$ cat src/rtl/dvp_rx_capture.sv
// DVP UYVY capture: pairs chroma/luma bytes into pixels, frames them with sof/eol/eof and checks
// line/frame geometry. Define DVP_RX_STATS_EN to add the line_width/frame_lines measurement outputs.
module dvp_rx_capture #(
   parameter int WDT = 64,
   parameter int HGT = 48,
   parameter int D   = 8
) (
   input  logic         pclk,
   input  logic         rst_n,
   input  logic         en,
   input  logic         vsync,
   input  logic         href,
   input  logic [D-1:0] din,
   output logic         pix_valid,
   output logic [D-1:0] y_out,
   output logic [D-1:0] c_out,
   output logic         c_sel,
   output logic         sof,
   output logic         eol,
   output logic         eof,
   output logic         err_width,
   output logic         err_height
`ifdef DVP_RX_STATS_EN
   ,
   output logic [$clog2(WDT+1):0] line_width,
   output logic [$clog2(HGT+1):0] frame_lines
`endif
);
   localparam int PW = $clog2(WDT + 1);
   localparam int LW = $clog2(HGT + 1);
   localparam logic [PW-1:0] PIX_MAX   = PW'(WDT);
   localparam logic [PW-1:0] PIX_LAST  = PW'(WDT - 1);
   localparam logic [LW-1:0] LINE_MAX  = LW'(HGT);
   localparam logic [LW-1:0] LINE_LAST = LW'(HGT - 1);

   typedef enum logic [0:0] {S_SYNC = 1'b0, S_FRAME = 1'b1} state_t;
   state_t state_r, state_nxt_s;

   logic          vs_q, hr_q, vs_d_r, hr_d_r;
   logic [D-1:0]  d_q, chroma_r;
   logic          phase_r, csel_r, sof_arm_r, chk_r, pix_over_r, line_over_r;
   logic [PW-1:0] pix_cnt_r, pix_inc_s;
   logic [LW-1:0] line_cnt_r, line_inc_s, line_end_s;
   logic          vs_rise_s, hr_fall_s, cap_s, enter_s, emit_s, line_bad_s;

   // Pin registers plus one-cycle-delayed copies for edge detection
   always_ff @(posedge pclk or negedge rst_n) begin
      if (!rst_n) begin
         vs_q   <= 1'b0;
         hr_q   <= 1'b0;
         d_q    <= {D{1'b0}};
         vs_d_r <= 1'b0;
         hr_d_r <= 1'b0;
      end else begin
         vs_q   <= vsync;
         hr_q   <= href;
         d_q    <= din;
         vs_d_r <= vs_q;
         hr_d_r <= hr_q;
      end
   end

   // State register
   always_ff @(posedge pclk or negedge rst_n) begin
      if (!rst_n) state_r <= S_SYNC;
      else        state_r <= state_nxt_s;
   end

   // Edge decode, saturating increments and next state
   always_comb begin
      vs_rise_s   = vs_q & ~vs_d_r;
      hr_fall_s   = hr_d_r & ~hr_q;
      cap_s       = (state_r == S_FRAME) && en;
      enter_s     = (state_r == S_SYNC) && en && vs_rise_s;
      emit_s      = cap_s && hr_q && phase_r;
      pix_inc_s   = (pix_cnt_r == PIX_MAX) ? PIX_MAX : pix_cnt_r + PW'(1);
      line_inc_s  = (line_cnt_r == LINE_MAX) ? LINE_MAX : line_cnt_r + LW'(1);
      line_end_s  = hr_fall_s ? line_inc_s : line_cnt_r;
      // Saturated counters cannot tell HGT from HGT+n, so overflow is tracked separately
      line_bad_s  = (line_end_s != LINE_MAX) || line_over_r ||
                    (hr_fall_s && (line_cnt_r == LINE_MAX));
      state_nxt_s = state_r;
      case (state_r)
         S_SYNC: begin
            if (enter_s) state_nxt_s = S_FRAME;
            else         state_nxt_s = S_SYNC;
         end
         S_FRAME: begin
            if (!en) state_nxt_s = S_SYNC;
            else     state_nxt_s = S_FRAME;
         end
         default: state_nxt_s = S_SYNC;
      endcase
   end

   // Byte pairing, counters and registered outputs
   always_ff @(posedge pclk or negedge rst_n) begin
      if (!rst_n) begin
         pix_valid   <= 1'b0;
         y_out       <= {D{1'b0}};
         c_out       <= {D{1'b0}};
         c_sel       <= 1'b0;
         sof         <= 1'b0;
         eol         <= 1'b0;
         eof         <= 1'b0;
         err_width   <= 1'b0;
         err_height  <= 1'b0;
         chroma_r    <= {D{1'b0}};
         phase_r     <= 1'b0;
         csel_r      <= 1'b0;
         sof_arm_r   <= 1'b0;
         chk_r       <= 1'b0;
         pix_over_r  <= 1'b0;
         line_over_r <= 1'b0;
         pix_cnt_r   <= {PW{1'b0}};
         line_cnt_r  <= {LW{1'b0}};
      end else begin
         pix_valid  <= 1'b0;
         sof        <= 1'b0;
         eol        <= 1'b0;
         eof        <= 1'b0;
         err_width  <= 1'b0;
         err_height <= 1'b0;
         if (!cap_s) begin
            phase_r     <= 1'b0;
            csel_r      <= 1'b0;
            chk_r       <= 1'b0;
            pix_over_r  <= 1'b0;
            line_over_r <= 1'b0;
            pix_cnt_r   <= {PW{1'b0}};
            line_cnt_r  <= {LW{1'b0}};
            sof_arm_r   <= enter_s;
         end else begin
            phase_r <= hr_q ? ~phase_r : 1'b0;
            if (hr_q && !phase_r) chroma_r <= d_q;
            if (emit_s) begin
               pix_valid <= 1'b1;
               y_out     <= d_q;
               c_out     <= chroma_r;
               c_sel     <= csel_r;
               sof       <= sof_arm_r;
               sof_arm_r <= 1'b0;
               eol       <= (pix_cnt_r == PIX_LAST);
               eof       <= (pix_cnt_r == PIX_LAST) && (line_cnt_r == LINE_LAST);
               csel_r    <= ~csel_r;
               pix_cnt_r <= pix_inc_s;
               if (pix_cnt_r == PIX_MAX) pix_over_r <= 1'b1;
            end
            if (hr_fall_s) begin
               err_width  <= (pix_cnt_r != PIX_MAX) || pix_over_r || phase_r;
               line_cnt_r <= line_inc_s;
               if (line_cnt_r == LINE_MAX) line_over_r <= 1'b1;
               pix_cnt_r  <= {PW{1'b0}};
               pix_over_r <= 1'b0;
               csel_r     <= 1'b0;
            end
            // Frame restart wins over the line close evaluated above on the same edge
            if (vs_rise_s) begin
               err_height  <= chk_r && line_bad_s;
               chk_r       <= 1'b1;
               sof_arm_r   <= 1'b1;
               line_cnt_r  <= {LW{1'b0}};
               line_over_r <= 1'b0;
               pix_cnt_r   <= {PW{1'b0}};
               pix_over_r  <= 1'b0;
               csel_r      <= 1'b0;
            end
         end
      end
   end

`ifdef DVP_RX_STATS_EN
   logic [PW:0] pix_raw_r;
   logic [LW:0] line_raw_r;

   // Unsaturated line/frame measurement
   always_ff @(posedge pclk or negedge rst_n) begin
      if (!rst_n) begin
         pix_raw_r   <= {(PW+1){1'b0}};
         line_raw_r  <= {(LW+1){1'b0}};
         line_width  <= {(PW+1){1'b0}};
         frame_lines <= {(LW+1){1'b0}};
      end else if (!cap_s) begin
         pix_raw_r  <= {(PW+1){1'b0}};
         line_raw_r <= {(LW+1){1'b0}};
      end else begin
         if (emit_s) pix_raw_r <= pix_raw_r + (PW+1)'(1);
         if (hr_fall_s) begin
            line_width <= pix_raw_r;
            pix_raw_r  <= {(PW+1){1'b0}};
            line_raw_r <= line_raw_r + (LW+1)'(1);
         end
         if (vs_rise_s) begin
            frame_lines <= hr_fall_s ? line_raw_r + (LW+1)'(1) : line_raw_r;
            line_raw_r  <= {(LW+1){1'b0}};
            pix_raw_r   <= {(PW+1){1'b0}};
         end
      end
   end
`endif

endmodule

$ cat config.mk
export PLATFORM = sky130hd
export DESIGN_NAME = dvp_rx_capture
export DESIGN_NICKNAME = d
export VERILOG_FILES = /design/src/rtl/dvp_rx_capture.sv
export SDC_FILE = /design/constraint.sdc
export NUM_CORES = 1
export LEC_CHECK = 0
export BUFFER_PORTS_ARGS = -buffer_cell sky130_fd_sc_hd__buf_2
export CAP_MARGIN = 20
export CORE_MARGIN = 4
export CORE_UTILIZATION = 50
export DETAILED_ROUTE_END_ITERATION = 8
export PLACE_DENSITY = 0.77
export SYNTH_ARGS = -nofsm -noshare
export SYNTH_HDL_FRONTEND = slang
export SYNTH_SLANG_ARGS = --single-unit
$ cat constraint.sdc
create_clock -name pclk -period 1.8 [get_ports pclk]
set_input_delay 0.18 -clock pclk [delete_from_list [all_inputs] [get_ports pclk]]
set_output_delay 0.18 -clock pclk [all_outputs]
set_load 0.01 [all_outputs]
Word level (Yosys, flattened, before mapping)

Cells that the tools add are included.

Output and inout port bits: 23
Input bits: 13
Logic and storage cells: 107
Bits in registers: 63

Muxes and demuxes: 44
Equality and inequality tests: 12
Bitwise operators: 7
Reductions and logical operators: 18
Add/sub/neg operators: 2

Operators by type and width:

| operator                                              | number |
|---|---|
| 2-to-1 mux 7 bit                                      | 5 |
| 2-to-1 mux 1 bit                                      | 34 |
| 2-to-1 mux 6 bit                                      | 4 |
| equality test 6 bit, second input constant            | 2 |
| logical AND 1 bit                                     | 9 |
| inequality test 4 x 3 -> 1 bit, second input constant | 2 |
| AND reduction 2 bit                                   | 4 |
| adder 7 x 1 -> 7 bit, second input constant           | 1 |
| equality test 7 x 6 -> 1 bit, second input constant   | 1 |
| equality test 7 bit, second input constant            | 1 |
| inequality test 7 bit, second input constant          | 1 |
| adder 6 x 1 -> 6 bit, second input constant           | 1 |
| inequality test 3 x 2 -> 1 bit, second input constant | 2 |
| inequality test 6 bit, second input constant          | 1 |
| inverter 1 bit                                        | 5 |
| logical OR 1 bit                                      | 4 |
| inequality test 3 bit, second input constant          | 1 |
| bitwise AND 1 bit                                     | 2 |
| inequality test 2 bit, second input constant          | 1 |
| one-hot mux 1 bit (2 select lines)                    | 1 |
| logical NOT 1 bit                                     | 1 |

Logic depth before layout (Yosys ltp)

Depth after elaboration: 9
Mapped depth: 6
Depth with buffers taken out: 6

Least setup slack after synthesis

Ideal clock, no wire load.

Path kind: register to register
Start point: register line_cnt_r[0]
End point: register err_height
Slack: 0.150 ns
Buffers on the path: 0
Cell stages (with the launch flop): 6
Data required time: 1.671 ns
Arrival: 1.521 ns
Setup time: 0.129 ns
Clock period less this slack: 1.650 ns
Cell sequence: dfrtp_1 > inv_1 > ha_1 > or4_1 > a221oi_2 > a21oi_1

Longest elaborated chain between the ends: 9
Elaborated cells on any way between the ends: 11
Classes of those cells: add/sub: 1; eq/ne: 2; mux: 4; reduce/logical: 4

RTL lines:

| element                                                     | RTL line | RTL |
|---|---|---|
| start: declaration                                          | 43       | `logic [LW-1:0] line_cnt_r, line_inc_s, line_end_s;` |
| start signal: assignment                                    | 116      | `line_cnt_r <= {LW{1'b0}};` |
| start signal: assignment                                    | 131      | `line_cnt_r <= {LW{1'b0}};` |
| start signal: assignment                                    | 151      | `line_cnt_r <= line_inc_s;` |
| adder 6 x 1 -> 6 bit or equality test 6 bit (tied branches) | 77, 81   |  |
| 2-to-1 mux 6 bit                                            | 77       | `line_inc_s = (line_cnt_r == LINE_MAX) ? LINE_MAX : line_cnt_r + LW'(1);` |
| 2-to-1 mux 6 bit                                            | --       |  |
| inequality test 6 bit                                       | 80       | `line_bad_s = (line_end_s != LINE_MAX) \|\| line_over_r \|\|` |
| logical OR 1 bit                                            | 80       |  |
| logical OR 1 bit (*)                                        | 80       |  |
| logical AND 1 bit (*)                                       | 159      | `err_height <= chk_r && line_bad_s;` |
| 2-to-1 mux 1 bit (*)                                        | 158      | `if (vs_rise_s) begin` |
| 2-to-1 mux 1 bit (*)                                        | 124      | `if (!cap_s) begin` |
| end signal: assignment                                      | 159      |  |
| end: declaration                                            | 22       | `output logic err_height` |

Mark *: on every way between the ends. The rest lies on a longest branch, timed or not.
A chain may end at the register's enable or synchronous reset.

Worst setup path after layout

Ends and elaborated chain as after synthesis.

==> run metrics <==
status complete, no violations; maximum VDD drop 685 uV; H-tree depth 3; largest net degree at the start of global routing 43; port bufs 35; Die H 79.5 um; Die ar. 0.00631 sq mm; Core ar. 0.00485 sq mm; hpwl dp 3.11 mm; synthesized area 0.00255 sq mm; total of max-cap violations 0; Setup crit start kind flip-flop; synthesized flop and latch total 63; total track usage 0.171; Via density 5.00; largest fanout on the critical path 6; WP data arrival 1.92 ns; Layout area overhead 23.2%; worst skew pair latency 0.33 ns; Setup Fix Bufs, Post-CTS 0; Hold Crit Class in2reg; RSZ-0062 raised after global routing no; Fill cells 366; crit-path max cell delay 0.50 ns; final hold slack 0.151 ns; fin nets 313; Worst Skew 0.00505 ns; placed insts 341; Clk pin slew, worst setup/hold paths 0.07 ns; clock buffer depth 2; Yosys warning count 0; critical path's slowest cell or4_4; CP Class reg2reg; worst endpoint required time 2.01 ns; Worst-Margin Slew 0.504 ns; syn avg cell area 10.4 sq um; Setup Viol. Count Final 0; routed len/inst 12.7 um; Final Max Tran Viols 0; grt ovf 0; largest area contributor in the netlist dfrtp_1; placed cell area 0.00280 sq mm; Synth cell types 44; share of the yosys chip area belonging to registers 0.618; row cnt 25; Ant. Diodes 0; 1st-pass router iterations 4; Pwr Density 949 mW/mm^2; Power Total 2.98 mW; top cells by area, synth dfrtp_1 62%, nand2_1 13%, xor2_1 2.1%, ha_1 2.0%, a21oi_1 1.8%; DRC 0; vias in the first global route 1803; root buffer selected by CTS clkbuf_8; CTS tree done; initial antenna violation count 0; post-route ant nets 0; final std cells w/o fill 368; TritonCTS Buffers 9; Sink Count 63; final worst path period need 1.71 ns; DIE WIDTH 79.5 um; Design Area, Final 0.00314 sq mm; Synth Net Count 262; Synth Instances 245; crit path capture type flip-flop; RePlAce Congestion 0.827; Slew headroom 0.664; Setup TNS 0 ns; fin crit share 0.947; first-pass GRT wire length 8.30 mm; I/O Pins 36; layout cells sized above 1 0.236; total number of vias 1841; Initial Util 0.526; achievable clock frequency 586 MHz; share of the synthesized area in the top cell type 0.618; Pleak 1.58 nW; Total Wirelength 4.68 mm; Initial DRC Count 94; Final Hold Fails 0; critical-path cell list inv_2 -> ha_4 -> or4_4 -> a221oi_2 -> a21oi_1
==> Yosys cell counts, drive strengths merged <==
| library cell | n |
|---|---|
| o21ai | 3 |
| dfrtp | 63 |
| ha | 4 |
| nor2b | 2 |
| inv | 6 |
| or2 | 1 |
| o41ai | 1 |
| nand4b | 1 |
| xor2 | 6 |
| clkbuf | 2 |
| or3 | 5 |
| a31oi | 1 |
| and3 | 2 |
| nand3 | 4 |
| xnor2 | 1 |
| nand3b | 2 |
| nand2b | 1 |
| a21o | 1 |
| nor3 | 3 |
| o31ai | 1 |
| nor4 | 2 |
| a21oi | 9 |
| or4 | 3 |
| a31o | 1 |
| nand4 | 4 |
| o211ai | 1 |
| o31a | 1 |
| nand2 | 86 |
| and4b | 1 |
| and2 | 2 |
| nor2 | 11 |
| buf | 7 |
| a221oi | 1 |
| and4 | 1 |
| o21a | 3 |
| and2b | 1 |
| nor4b | 1 |
==> power breakdown <==
part	switching [mW]	total (mW)	leakage [nW]	internal, mW
clock network	0.505	1.25	0.109	0.748
logic	0.110	0.192	0.637	0.0821
registers	0.0426	1.54	0.835	1.50
==> cells by family (layout without fill, tap and decap cells) <==
kind of cell | count (synthesis) | count (layout) | share of synthesized area
adder cells (fa/ha/maj) | 4 | 4 | 0.0196
XOR/XNOR | 7 | 7 | 0.0240
AO/OA/AOI/OAI | 23 | 23 | 0.0627
flip-flops | 63 | 63 | 0.618
buffers and inverters | 15 | 71 | 0.0265
AND/OR/NAND/NOR | 133 | 133 | 0.250
==> worst max-delay path, delay by kind of cell, from the launching register on <==
kind,cells,cell delay [ns]
fa+ha+maj,1,0.20
flops,1,0.44
simple gates,1,0.50
buf+inv,1,0.09
compound gates,2,0.34
==> layer usage <==
| metal | vias to the layer above | track usage | share of wire |
|---|---|---|---|
| li1 | 916 | - | - |
| met1 | 876 | 0.224 | 0.48 |
| met2 | 39 | 0.258 | 0.45 |
| met3 | 10 | 0.0384 | 0.042 |
| met4 | 0 | 0.107 | 0.027 |
| met5 | - | 0 | 0 |
==> placed cells by master, fill, tap and decap left out, types with 3 or more instances in the layout <==
master and count:
a21oi_1 9, buf_2 35, clkbuf_8 12, dfrtp_1 62
dlygate4sd3_1 11, inv_1 3, inv_2 3, nand2_1 85
nand3_1 3, nand4_1 4, nor2_1 11, o21a_1 3
or3_1 5, xor2_1 6
==> worst paths after layout <==
check / from / end / slack [ns] / cells past startpoint
max: line_cnt_r[0] / err_height / 0.09 / 5
min: en / state_r / 0.15 / 2
min reg2reg: vs_q / vs_d_r / 0.37 / 0
min in group asynchronous: rst_n / pix_cnt_r[4] / 0.35 / 2
max reg2reg: line_cnt_r[0] / err_height / 0.09 / 5
max in group asynchronous: rst_n / y_out[2] / 0.87 / 3
==> final cells by class <==
type                       instances  area, sq um  area share
clock buffer                      13          169      0.0537
clock inverter                     3         40.0      0.0127
inverter                           6         22.5     0.00716
multi-input combinational        167          931       0.296
sequential                        63         1580       0.502
tap                               67         83.8      0.0267
timing repair buffer              49          320       0.102
==> metrics by stage <==
stage	setup slack [ns]	utilization
2_1_floorplan	0.150	-
3_3_place_gp	0.117	0.578
3_5_place_dp	0.0682	0.578
4_1_cts	0.0496	0.644
5_1_grt	0.000816	0.649
6_report	0.0946	0.649
==> flip-flops by register name (all words and copies together), names as in the netlist <==
name and cells:
line_cnt_r 6, csel_r 1, pix_valid 1, err_height 1, c_sel 1, eol 1, pix_over_r 1, eof 1
hr_d_r 1, phase_r 1, d_q 8, chroma_r 8, vs_d_r 1, line_over_r 1, sof_arm_r 1, state_r 1
vs_q 1, sof 1, c_out 8, err_width 1, hr_q 1, pix_cnt_r 7, y_out 8, chk_r 1
==> timing repair <==
item	4_1_cts	5_1_grt
endpoints found under the hold margin	31	0
gates resized for setup	0	6
endpoints found under the setup margin	0	2
hold buffers	11	0
Note: power is estimated with default switching activity, not from simulation.
